==> src/rtl/clock_set_sequencer_pkg.sv <==
// rtl/clock_set_sequencer_pkg.sv - timing constants, domain/field codes, state and press-event encodings
package clock_set_sequencer_pkg;

  localparam int LONG_TICKS    = 100;
  localparam int REPEAT_DELAY  = 50;
  localparam int REPEAT_PERIOD = 10;
  localparam int TIMEOUT_TICKS = 1000;
  localparam int BLINK_TICKS   = 25;

  localparam logic [1:0] DOM_TIME = 2'd0;
  localparam logic [1:0] DOM_DATE = 2'd1;
  localparam logic [1:0] DOM_ALM  = 2'd2;
  localparam logic [1:0] DOM_NONE = 2'd3;

  localparam logic [2:0] FLD_NONE = 3'b000;
  localparam logic [2:0] FLD_A    = 3'b100;
  localparam logic [2:0] FLD_B    = 3'b010;
  localparam logic [2:0] FLD_C    = 3'b001;

  typedef enum logic [2:0] {
    ST_IDLE   = 3'd0,
    ST_LOAD   = 3'd1,
    ST_SET_A  = 3'd2,
    ST_SET_B  = 3'd3,
    ST_SET_C  = 3'd4,
    ST_COMMIT = 3'd5
  } state_t;

  typedef enum logic [2:0] {
    EV_NONE   = 3'd0,
    EV_PRESS  = 3'd1,
    EV_SHORT  = 3'd2,
    EV_LONG   = 3'd3,
    EV_REPEAT = 3'd4
  } press_ev_t;

  function automatic logic [2:0] field_of(input state_t s);
    case (s)
      ST_SET_A: return FLD_A;
      ST_SET_B: return FLD_B;
      ST_SET_C: return FLD_C;
      default:  return FLD_NONE;
    endcase
  endfunction

  function automatic logic in_set(input state_t s);
    return (s == ST_SET_A) || (s == ST_SET_B) || (s == ST_SET_C);
  endfunction

endpackage

==> src/rtl/clock_set_sequencer_press_timer.sv <==
// rtl/clock_set_sequencer_press_timer.sv - per-button edge detect, saturating hold counter, press events
// Auto-repeat strobes exist only when SET_AUTO_REPEAT_EN is defined.
module clock_set_sequencer_press_timer
  import clock_set_sequencer_pkg::*;
#(
  parameter bit LONG_EN = 1'b1
) (
  input  logic       clk,
  input  logic       rst_n,
  input  logic       i_tick,
  input  logic       i_btn,
  output logic       o_edge,
  output logic [2:0] o_ev
);

  localparam int HW = $clog2(LONG_TICKS + 1);

  logic          r_btn_d;
  logic [HW-1:0] r_hold_cnt;
  logic          w_rise, w_fall, w_long, w_rep;

  assign w_rise = i_btn & ~r_btn_d;
  assign w_fall = ~i_btn & r_btn_d;
  assign w_long = LONG_EN & i_btn & i_tick & (r_hold_cnt == HW'(LONG_TICKS - 1));
  assign o_edge = w_rise | w_fall;

  always_ff @(posedge clk or negedge rst_n) begin
    if (!rst_n) begin
      r_btn_d    <= 1'b0;
      r_hold_cnt <= '0;
    end else begin
      r_btn_d <= i_btn;
      if (!i_btn)
        r_hold_cnt <= '0;
      else if (i_tick && r_hold_cnt != HW'(LONG_TICKS))
        r_hold_cnt <= r_hold_cnt + 1'b1;
    end
  end

`ifdef SET_AUTO_REPEAT_EN
  localparam int RW = $clog2(REPEAT_DELAY + 1);

  logic [RW-1:0] r_rep_cnt;

  assign w_rep = i_btn & i_tick & (r_rep_cnt == RW'(REPEAT_DELAY - 1));

  // Reloading below the threshold turns the initial delay into a fixed period.
  always_ff @(posedge clk or negedge rst_n) begin
    if (!rst_n)
      r_rep_cnt <= '0;
    else if (!i_btn)
      r_rep_cnt <= '0;
    else if (i_tick)
      r_rep_cnt <= w_rep ? RW'(REPEAT_DELAY - REPEAT_PERIOD) : r_rep_cnt + 1'b1;
  end
`else
  assign w_rep = 1'b0;
`endif

  // Long outranks repeat so a held mode button still cancels at the long threshold.
  always_comb begin
    o_ev = EV_NONE;
    if (w_rise)
      o_ev = EV_PRESS;
    else if (w_fall && r_hold_cnt < HW'(LONG_TICKS))
      o_ev = EV_SHORT;
    else if (w_long)
      o_ev = EV_LONG;
    else if (w_rep)
      o_ev = EV_REPEAT;
  end

endmodule

==> src/rtl/clock_set_sequencer.sv <==
// rtl/clock_set_sequencer.sv - field-by-field set sequencer for clock/date/alarm from two buttons
// Build option SET_AUTO_REPEAT_EN enables held-adv auto-repeat increments.
module clock_set_sequencer
  import clock_set_sequencer_pkg::*;
(
  input  logic       clk,
  input  logic       rst_n,
  input  logic       i_tick,
  input  logic       i_btn_mode,
  input  logic       i_btn_adv,
  input  logic [1:0] i_domain,
  output logic       o_mode_short,
  output logic       o_reg_load,
  output logic [2:0] o_field,
  output logic [2:0] o_inc_en,
  output logic       o_commit,
  output logic       o_abort,
  output logic [1:0] o_commit_domain,
  output logic       o_busy,
  output logic       o_blink
);

  localparam int TW = $clog2(TIMEOUT_TICKS + 1);
  localparam int BW = $clog2(BLINK_TICKS + 1);

  state_t        r_state, w_state_nxt;
  logic [2:0]    w_mode_ev, w_adv_ev;
  logic          w_mode_edge, w_adv_edge;
  logic          w_short, w_long, w_adv_inc, w_timeout;
  logic [TW-1:0] r_to_cnt;
  logic [BW-1:0] r_blink_cnt, w_blink_cnt_nxt;
  logic          w_mode_short_nxt, w_abort_nxt, w_blink_nxt;
  logic [2:0]    w_inc_nxt;
  logic          r_mode_short, r_reg_load, r_commit, r_abort, r_busy, r_blink;
  logic [2:0]    r_field, r_inc_en;
  logic [1:0]    r_commit_domain;

  clock_set_sequencer_press_timer #(.LONG_EN(1'b1)) u_mode_timer (
    .clk    (clk),
    .rst_n  (rst_n),
    .i_tick (i_tick),
    .i_btn  (i_btn_mode),
    .o_edge (w_mode_edge),
    .o_ev   (w_mode_ev)
  );

  clock_set_sequencer_press_timer #(.LONG_EN(1'b0)) u_adv_timer (
    .clk    (clk),
    .rst_n  (rst_n),
    .i_tick (i_tick),
    .i_btn  (i_btn_adv),
    .o_edge (w_adv_edge),
    .o_ev   (w_adv_ev)
  );

  assign w_short   = (w_mode_ev == EV_SHORT);
  assign w_long    = (w_mode_ev == EV_LONG);
  assign w_adv_inc = (w_adv_ev == EV_PRESS) || (w_adv_ev == EV_REPEAT);
  assign w_timeout = in_set(r_state) && i_tick && !w_mode_edge && !w_adv_edge &&
                     (r_to_cnt == TW'(TIMEOUT_TICKS - 1));

  always_ff @(posedge clk or negedge rst_n) begin
    if (!rst_n)
      r_state <= ST_IDLE;
    else
      r_state <= w_state_nxt;
  end

  always_comb begin
    w_state_nxt      = r_state;
    w_mode_short_nxt = 1'b0;
    w_abort_nxt      = 1'b0;
    w_inc_nxt        = '0;
    w_blink_nxt      = r_blink;
    w_blink_cnt_nxt  = r_blink_cnt;
    case (r_state)
      ST_IDLE: begin
        if (w_short)
          w_mode_short_nxt = 1'b1;
        else if (w_long && i_domain != DOM_NONE)
          w_state_nxt = ST_LOAD;
      end
      ST_LOAD: w_state_nxt = ST_SET_A;
      ST_SET_A, ST_SET_B, ST_SET_C: begin
        // Mode events outrank a coincident adv edge, which is simply dropped.
        if (w_long) begin
          w_state_nxt = ST_IDLE;
          w_abort_nxt = 1'b1;
        end else if (w_short) begin
          if (r_state == ST_SET_A)
            w_state_nxt = ST_SET_B;
          else if (r_state == ST_SET_B && r_commit_domain != DOM_ALM)
            w_state_nxt = ST_SET_C;
          else
            w_state_nxt = ST_COMMIT;
        end else if (w_timeout) begin
          w_state_nxt = ST_IDLE;
          w_abort_nxt = 1'b1;
        end else if (w_adv_inc) begin
          w_inc_nxt = r_field;
        end
      end
      ST_COMMIT: w_state_nxt = ST_IDLE;
      default:   w_state_nxt = ST_IDLE;
    endcase

    if (!in_set(w_state_nxt)) begin
      w_blink_nxt     = 1'b0;
      w_blink_cnt_nxt = '0;
    end else if (w_state_nxt != r_state) begin
      w_blink_nxt     = 1'b1;
      w_blink_cnt_nxt = '0;
    end else if (i_tick) begin
      if (r_blink_cnt == BW'(BLINK_TICKS - 1)) begin
        w_blink_nxt     = ~r_blink;
        w_blink_cnt_nxt = '0;
      end else begin
        w_blink_cnt_nxt = r_blink_cnt + 1'b1;
      end
    end
  end

  always_ff @(posedge clk or negedge rst_n) begin
    if (!rst_n) begin
      r_mode_short    <= 1'b0;
      r_reg_load      <= 1'b0;
      r_field         <= '0;
      r_inc_en        <= '0;
      r_commit        <= 1'b0;
      r_abort         <= 1'b0;
      r_commit_domain <= '0;
      r_busy          <= 1'b0;
      r_blink         <= 1'b0;
      r_blink_cnt     <= '0;
      r_to_cnt        <= '0;
    end else begin
      r_mode_short <= w_mode_short_nxt;
      r_reg_load   <= (w_state_nxt == ST_LOAD);
      r_field      <= field_of(w_state_nxt);
      r_inc_en     <= w_inc_nxt;
      r_commit     <= (w_state_nxt == ST_COMMIT);
      r_abort      <= w_abort_nxt;
      r_busy       <= (w_state_nxt != ST_IDLE);
      r_blink      <= w_blink_nxt;
      r_blink_cnt  <= w_blink_cnt_nxt;
      if (r_state == ST_IDLE && w_state_nxt == ST_LOAD)
        r_commit_domain <= i_domain;
      if (!in_set(r_state) || w_mode_edge || w_adv_edge)
        r_to_cnt <= '0;
      else if (i_tick)
        r_to_cnt <= r_to_cnt + 1'b1;
    end
  end

  assign o_mode_short    = r_mode_short;
  assign o_reg_load      = r_reg_load;
  assign o_field         = r_field;
  assign o_inc_en        = r_inc_en;
  assign o_commit        = r_commit;
  assign o_abort         = r_abort;
  assign o_commit_domain = r_commit_domain;
  assign o_busy          = r_busy;
  assign o_blink         = r_blink;

endmodule
==> config.mk <==
export PLATFORM = sky130hd
export DESIGN_NAME = clock_set_sequencer
export DESIGN_NICKNAME = d
export VERILOG_FILES = /design/src/rtl/clock_set_sequencer_pkg.sv /design/src/rtl/clock_set_sequencer_press_timer.sv /design/src/rtl/clock_set_sequencer.sv
export SDC_FILE = /design/constraint.sdc
export NUM_CORES = 1
export LEC_CHECK = 0
export CAP_MARGIN = 20
export CELL_PAD_IN_SITES_DETAIL_PLACEMENT = 1
export CELL_PAD_IN_SITES_GLOBAL_PLACEMENT = 1
export CORE_MARGIN = 2
export CORE_UTILIZATION = 44
export DETAILED_ROUTE_END_ITERATION = 8
export PLACE_DENSITY = 0.82
export SLEW_MARGIN = 15
export SYNTH_ARGS = -nofsm -noshare
export SYNTH_HDL_FRONTEND = slang
export SYNTH_SLANG_ARGS = --single-unit
export TNS_END_PERCENT = 100
==> constraint.sdc <==
create_clock -name clk -period 2.9 [get_ports clk]
set_input_delay 0.29 -clock clk [delete_from_list [all_inputs] [get_ports clk]]
set_output_delay 0.29 -clock clk [all_outputs]
set_load 0.02 [all_outputs]
==> summary.md, run 1 <==
| Metric | Value |
|---|---|
| Status | `finished clean` |
| Crit-path max FO | `6` |
| Detail Route met2 WL | `between 2000 and 2500 um` |
| Yosys cell types | `46` |
| WP buf/inv | `1` |
| WS Path Type | `in -> reg` |
| Nets | `247` |
| Final Hold Vio Count | `0` |
| Worst Setup SP | `i_btn_mode` |
| Final ANT Viol Nets | `0` |
| Global route total overflow | `0` |
| Chip Width | `between 70 and 80 um` |
| Placer's final routability congestion estimate | `between 0.8 and 0.9` |
| Fmax | `430 MHz` |
| Ys flop type | `dfrtp_1` |
| GRT Util Overall | `approximately a fifth` |
| Most frequent cells in the layout | `41 x dfrtp_1, 29 x nor2_1, 19 x clkdlybuf4s50_1` |
| Overall die height | `72.5 um` |
| Full die area | `0.00526 sq mm` |
| Leakage | `roughly 1.1 nW` |
| Crit-path max cell delay | `approximately 0.53 ns` |
| Clock Pin Slew Worst Setup and Hold Paths | `0.07 ns` |
| CP Cell Sequence | `clkdlybuf4s50_1 > ha_1 > and4bb_1 > nand3_4 > a2111oi_4 > a211oi_1 > o211a_1 > o31ai_2` |
| CP required | `between 3 and 4 ns` |
| Via count | `1574` |
| Syn Std Cell Area | `between 0.002 and 0.0025 sq mm` |
| Final setup viols | `0` |
| Commonest non-fill, non-tap cell in the layout | `dfrtp_1` |
| WP depth | `8` |
| CP endpoint | `o_blink$_DFFE_PN0P_` |
| Max Slew Vio Count | `0` |
| R2R setup slack | `between 0.6 and 0.7 ns` |
| R2R depth | `8` |
| First-pass GRT wire length | `7640 um` |
| PD cells | `440 mW/mm^2` |
| Period utilisation layout | `approximately four fifths` |
| Largest net degree at the start of global routing | `between 40 and 50` |
| CTS buffer count | `5` |
| Clock Skew | `between 0.004 and 0.005 ns` |
| Largest delay share family, worst path | `compound AO/OA/AOI/OAI gates` |
| Reg-to-Reg End | `o_blink$_DFFE_PN0P_` |
| Synth warn | `0` |
| Post-DP HPWL | `about 3200 um` |
| Post-synthesis sequential area ratio | `approximately half` |
| Average cell area after synthesis | `about 10 sq um` |
| Ranking of synthesized cells by area | `dfrtp_1 50%, nor2_1 5.3%, xor2_1 5.1%, ha_1 4.8%, inv_1 2.7%` |
| TritonCTS clock tree | `built` |
| Average routed wire per standard cell | `roughly 16 um` |
| Clock share of power | `40.6%` |
| Arrival time at the worst endpoint | `2.52 ns` |
| Root Driver | `clkbuf_8` |
| Critical-path top delay cell | `a2111oi_4` |
| Total core area | `~0.0044 sq mm` |
| Flop pwr share | `a little over half` |
| Port Buffers | `20` |
| Area Overhead vs Synth | `18.6%` |
| Setup TNS | `0 ns` |
| Vias in the first global route | `between 1500 and 2000` |
| FF-to-FF Start | `u_mode_timer.r_btn_d$_DFF_PN0_` |
| Worst setup EP type | `flop` |
| Clock Latency Late Sink | `between 0.2 and 0.3 ns` |
| Slew HR | `39.1%` |
| I/O pin total | `21` |
| Routed wl met3 | `between 150 and 200 um` |
| N_diodes | `0` |
| Area leader, netlist | `dfrtp_1` |
| DRT Wirelength | `4470 um` |
| Synthesized flop and latch total | `a little over 40` |
| CP Launch Type | `input pin` |
| CTS Hold Bufs | `0` |
| # Post-CTS Setup Buffers | `0` |
| H-tree levels | `2` |
| Initial cell density of the core | `46.5%` |
| Post-cts resize count | `0` |
| Post-synth top area share | `roughly half` |
| Metal-1 WL | `1940 um` |
| Sink Count | `41` |
| Net Count, Synth | `between 200 and 250` |
| Sw Ratio | `approximately a fifth` |
| Syn Inst Count | `a little over 200` |
| DRT Pass-1 Iters | `4` |
| Unrepaired setup endpoints after global routing | `false` |
| Async set-reset flop share out of synthesis | `between 90% and 100%` |
| Vias/cell | `around 5.5` |
| Initial antenna violation count | `0` |
| Worst slew pin tran | `a little over 0.9 ns` |
| Crit path time final | `roughly 2.3 ns` |
| Maximum vdd drop | `~0.25 mV` |
| Share of cells above drive strength 1 | `10.8%` |
| Initial DRC Count | `44` |
| Post-synth EDFFs | `0` |
| Count of max-cap constraint violations | `0` |
| Hold Path Class | `in -> async` |
| DP Area | `approximately 0.0023 sq mm` |
| Top sig layer | `met4` |
| Clock Path Buffers | `2` |
| NetSw | `between 0.2 and 0.25 mW` |
| DRC Markers | `0` |
| Power share of the combinational group | `between 5 and 6%` |
| Row count | `24` |
| Pint | `0.850 mW` |
| Design area | `~0.0024 sq mm` |
==> layout make-up <==
| cell class | instances | area (sq um) |
|---|---|---|
| fill | 511 | 1990 |
| sequential | 41 | 1030 |
| multi-input combinational | 143 | 962 |
| timing repair buffer | 25 | 233 |
| clock buffer | 5 | 68.8 |
| tap | 52 | 65.1 |
| inverter | 16 | 60.1 |
| clock inverter | 2 | 35.0 |
==> layer usage <==
layer,track usage (%),up-vias
li1,-,756
met1,23.3,777
met2,32.3,31
met3,4.03,10
met4,7.00,0
met5,0,-
==> registers in the layout (all words and copies together), names as in the netlist, 2 cells and up <==
signal	count
o_commit_domain	2
u_mode_timer.r_hold_cnt	7
r_blink_cnt	5
o_field	3
r_to_cnt	10
r_state	3
o_inc_en	3
==> synth_stat cells (all sizes together) (3+ instances only) <==
cell and n:
nand4 8, xor2 12, nor2b 3, xnor2 3, nor2 29, nand2 15, or2 3, or3 4
dfrtp 41, and2 4, inv 15, nand3 6, o21ai 5, ha 8, a21oi 10
==> power groups by stage <==
stage          combinational, mW  sequential, mW  clock (mW)
4_1_cts                   0.0627           0.580       0.454
6_report                  0.0611           0.580       0.437
2_1_floorplan             0.0258           0.591           0
5_1_grt                   0.0688           0.580       0.469
3_3_place_gp              0.0597           0.591           0
3_5_place_dp              0.0610           0.591           0
==> worst min-delay path by stage <==
stage | start | endpoint | cells past startpoint
after floorplan | rst_n | o_abort$_DFF_PN0_ | 0
after global placement | rst_n | u_mode_timer.r_hold_cnt[4]$_DFFE_PN0P_ | 1
after detailed placement | rst_n | u_mode_timer.r_hold_cnt[6]$_DFFE_PN0P_ | 1
after CTS | rst_n | u_mode_timer.r_hold_cnt[0]$_DFFE_PN0P_ | 1
after global routing | rst_n | u_mode_timer.r_hold_cnt[5]$_DFFE_PN0P_ | 1
final | rst_n | u_mode_timer.r_hold_cnt[6]$_DFFE_PN0P_ | 1
==> through the flow <==
| stage | power, mW | util, % | hold WS (ns) | worst slack (ns) | cells |
|---|---|---|---|---|---|
| 2_1_floorplan | 0.617 | - | -0.00559 | 0.911 | 204 |
| 4_1_cts | 1.10 | 55.1 | 0.162 | 0.569 | 284 |
| 5_1_grt | 1.12 | 55.1 | 0.198 | 0.462 | 284 |
| 3_3_place_gp | 0.651 | 52.8 | 0.462 | 0.398 | 277 |
| 3_5_place_dp | 0.652 | 52.8 | 0.476 | 0.281 | 277 |
| 6_report | 1.08 | 55.1 | 0.129 | 0.575 | 284 |
==> cells by family (layout without fill, tap and decap cells) <==
family	after synthesis	in the layout	synth area share [%]
compound gates	30	30	10.8
xor+xnor	15	15	6.36
fa+ha+maj	8	8	4.85
buf+inv	20	48	3.76
flops	41	41	49.7
mux	4	4	2.06
simple gates	86	86	22.5
Power figures use the tool's default switching activity.
==> run 2, diff against run 1 <==
--- a/config.mk
+++ b/config.mk
@@ -9,9 +9,9 @@
 export CELL_PAD_IN_SITES_DETAIL_PLACEMENT = 1
 export CELL_PAD_IN_SITES_GLOBAL_PLACEMENT = 1
 export CORE_MARGIN = 2
-export CORE_UTILIZATION = 44
+export CORE_UTILIZATION = 40
 export DETAILED_ROUTE_END_ITERATION = 8
-export PLACE_DENSITY = 0.82
+export PLACE_DENSITY = 0.78
 export SLEW_MARGIN = 15
 export SYNTH_ARGS = -nofsm -noshare
 export SYNTH_HDL_FRONTEND = slang
==> constraint.sdc (replaced) <==
create_clock -name clk -period 2 [get_ports clk]
set_input_delay 0.2 -clock clk [delete_from_list [all_inputs] [get_ports clk]]
set_output_delay 0.2 -clock clk [all_outputs]
set_load 0.02 [all_outputs]
==> summary.md, run 2 (synthesis gave the netlist of run 1 again) <==
| Metric | Value |
|---|---|
| Status | `finished with violations (was finished clean)` |
| Violated checks | `setup timing` |
| Period utilisation layout | `104%` |
| Port Buffers | `20 (unchanged)` |
| Sink Count | `41 (unchanged)` |
| Unrepaired setup endpoints after global routing | `true (was false)` |
| Vias/cell | `5.09 (was 5.54)` |
| Root Driver | `clkbuf_8 (unchanged)` |
| R2R setup slack | `-0.08 ns (was 0.65 ns)` |
| DRC Markers | `0 (unchanged)` |
| Full die area | `0.00576 sq mm (was 0.00526 sq mm)` |
| Commonest non-fill, non-tap cell in the layout | `dfrtp_1 (unchanged)` |
| Post-DP HPWL | `3760 um (was 3180 um)` |
| Max Slew Vio Count | `0 (unchanged)` |
| Row count | `26 (was 24)` |
| I/O pin total | `21 (unchanged)` |
| Flop pwr share | `51.1% (was 53.8%)` |
| Design area | `0.00280 sq mm (was 0.00245 sq mm)` |
| WS Path Type | `reg -> reg (was in -> reg)` |
| H-tree levels | `2 (unchanged)` |
| R2R depth | `8 (unchanged)` |
| Vias in the first global route | `1809 (was 1590)` |
| Fmax | `480 MHz` |
| Placer's final routability congestion estimate | `0.853 (was 0.888)` |
| Overall die height | `75.9 um (was 72.5 um)` |
| Clock Pin Slew Worst Setup and Hold Paths | `0.08 ns (was 0.07 ns)` |
| DRT Pass-1 Iters | `4 (unchanged)` |
| Worst setup EP type | `flop (unchanged)` |
| Biggest regs | `r_to_cnt: 10 flops, u_mode_timer.r_hold_cnt: 7 flops, r_blink_cnt: 5 flops (unchanged)` |
| Initial cell density of the core | `41.0% (was 46.5%)` |
| TritonCTS clock tree | `built (unchanged)` |
| Nets | `283 (was 247)` |
| Top reg by flops | `r_to_cnt (unchanged)` |
| Reg-to-Reg End | `o_blink$_DFFE_PN0P_ (unchanged)` |
| Initial antenna violation count | `0 (unchanged)` |
| Max reg flops | `10 (unchanged)` |
| FF-to-FF Start | `u_mode_timer.r_btn_d$_DFF_PN0_ (unchanged)` |
| PD cells | `587 mW/mm^2 (was 440 mW/mm^2)` |
| Worst slew pin tran | `0.527 ns (was 0.914 ns)` |
| Slew HR | `64.8% (was 39.1%)` |
| Share of cells above drive strength 1 | `27.5% (was 10.8%)` |
| Area Overhead vs Synth | `35.4% (was 18.6%)` |
| Final setup viols | `1 (was 0)` |
| CP endpoint | `o_blink$_DFFE_PN0P_ (unchanged)` |
| Via count | `1727 (was 1574)` |
| Setup TNS | `-0.0827 ns (was 0 ns)` |
| CTS buffer count | `5 (unchanged)` |
| Clock share of power | `41.8% (was 40.6%)` |
| Clock Skew | `0.00680 ns (was 0.00444 ns)` |
| Clock Path Buffers | `2 (unchanged)` |
| Clock Latency Late Sink | `0.30 ns (was 0.29 ns)` |
| Most frequent cells in the layout | `41 x dfrtp_1, 40 x buf_4, 28 x nor2_1 (was 41 x dfrtp_1, 29 x nor2_1, 19 x clkdlybuf4s50_1)` |
| Final Hold Vio Count | `0 (unchanged)` |
| NetSw | `0.379 mW (was 0.229 mW)` |
| Global route total overflow | `0 (unchanged)` |
| CP Launch Type | `flop (was input pin)` |
| Total core area | `0.00504 sq mm (was 0.00444 sq mm)` |
| Leakage | `1.27 nW (was 1.08 nW)` |
| Hold Path Class | `in -> reg (was in -> async)` |
| GRT Util Overall | `19.0% (was 18.9%)` |
| Sw Ratio | `23.1% (was 21.2%)` |
| Crit path time final | `roughly 2.1 ns` |
| Total power | `1.64 mW (was 1.08 mW)` |
| Power share of the combinational group | `7.1% (was 5.7%)` |
| N_diodes | `0 (unchanged)` |
| Maximum vdd drop | `0.268 mV (was 0.249 mV)` |
| DP Area | `0.00259 sq mm (was 0.00235 sq mm)` |
| Average routed wire per standard cell | `15.6 um (was 15.8 um)` |
| Final ANT Viol Nets | `0 (unchanged)` |
| Chip Width | `75.9 um (was 72.5 um)` |
| Worst Setup SP | `u_mode_timer.r_btn_d$_DFF_PN0_ (was i_btn_mode)` |
| Largest net degree at the start of global routing | `42 (unchanged)` |
| Count of max-cap constraint violations | `0 (unchanged)` |
| Final WS setup | `-0.0827 ns (was 0.575 ns)` |
| DRT Wirelength | `5280 um (was 4470 um)` |
| Pint | `1.26 mW (was 0.850 mW)` |
| Initial DRC Count | `72 (was 44)` |
| Arrival time at the worst endpoint | `2.29 ns (was 2.52 ns)` |
| CP required | `2.21 ns (was 3.10 ns)` |
| Crit-path max FO | `4 (was 6)` |
| First-pass GRT wire length | `8190 um (was 7640 um)` |
run 2: cell count changes in the layout (fill, tap and decap cells not counted), sizes merged:
cell and delta:
buf +35, clkdlybuf4s50 -1, clkinvlp +1, dlygate4sd2 +1, dlygate4sd3 +1
run 2: power by group through the flow:
| stage | Sequential, mW | Clock (mW) | Combinational [mW] |
|---|---|---|---|
| floorplan | 0.858 | 0 | 0.0374 |
| global placement | 0.855 | 0 | 0.108 |
| detailed placement | 0.856 | 0 | 0.111 |
| CTS | 0.839 | 0.695 | 0.114 |
| global route | 0.841 | 0.731 | 0.131 |
| finish | 0.839 | 0.685 | 0.117 |
run 2: area by class of cell:
| cell class | instances | area (sq um) |
|---|---|---|
| well taps | 70 | 87.6 |
| multi-input cells | 143 | 1000 |
| inverters | 16 | 60.1 |
| clock inverters | 3 | 46.3 |
| repair buffers | 61 | 504 |
| clock buffers | 5 | 68.8 |
| flip-flops and latches | 41 | 1030 |
| fillers | 579 | 2240 |
run 2: metal layers:
metal / track usage, % / vias to the layer above / routed length, um
li1: - / 829 / -
met1: 22.4 / 868 / 2250
met2: 34.3 / 24 / 2820
met3: 4.76 / 6 / 157
met4: 4.68 / 0 / 46
met5: 0 / - / 0
run 2: critical path: stages (launching register included):
cell      delay (ns)
dfrtp_1         0.36
inv_1           0.05
ha_2            0.17
and4bb_2        0.31
nand4b_1        0.23
and2_4          0.26
a32o_1          0.25
o211a_1         0.12
o31ai_2         0.25
run 2: worst min path at each step:
stage	startpoint	cells past startpoint	slack (ns)	to
after floorplan	rst_n	0	-0.1	o_abort$_DFF_PN0_
after global placement	rst_n	2	0.29	r_blink_cnt[1]$_DFFE_PN0P_
after detailed placement	rst_n	2	0.30	r_blink_cnt[1]$_DFFE_PN0P_
after CTS	i_btn_mode	2	0.36	u_mode_timer.r_btn_d$_DFF_PN0_
after global routing	i_btn_adv	1	0.38	u_adv_timer.r_btn_d$_DFF_PN0_
final	i_btn_mode	2	0.39	u_mode_timer.r_btn_d$_DFF_PN0_
run 2: repair_timing:
item,CTS,global route
gates cloned,0,0
endpoints found under the hold margin,41,0
pin swaps,5,6
setup buffers,0,6
setup endpoints to repair,11,13
resized for setup,5,12
hold buffers,1,0
run 2: metrics by stage:
stage               utilization (%)  setup slack, ns  hold slack [ns]  instances
finish                         55.5          -0.0827            0.393        339
global route                   55.5           -0.207            0.384        339
CTS                            53.9          -0.0222            0.359        333
detailed placement             51.3           -0.408            0.297        324
global placement               51.3           -0.332            0.295        324
floorplan                         -           0.0113          -0.0956        204
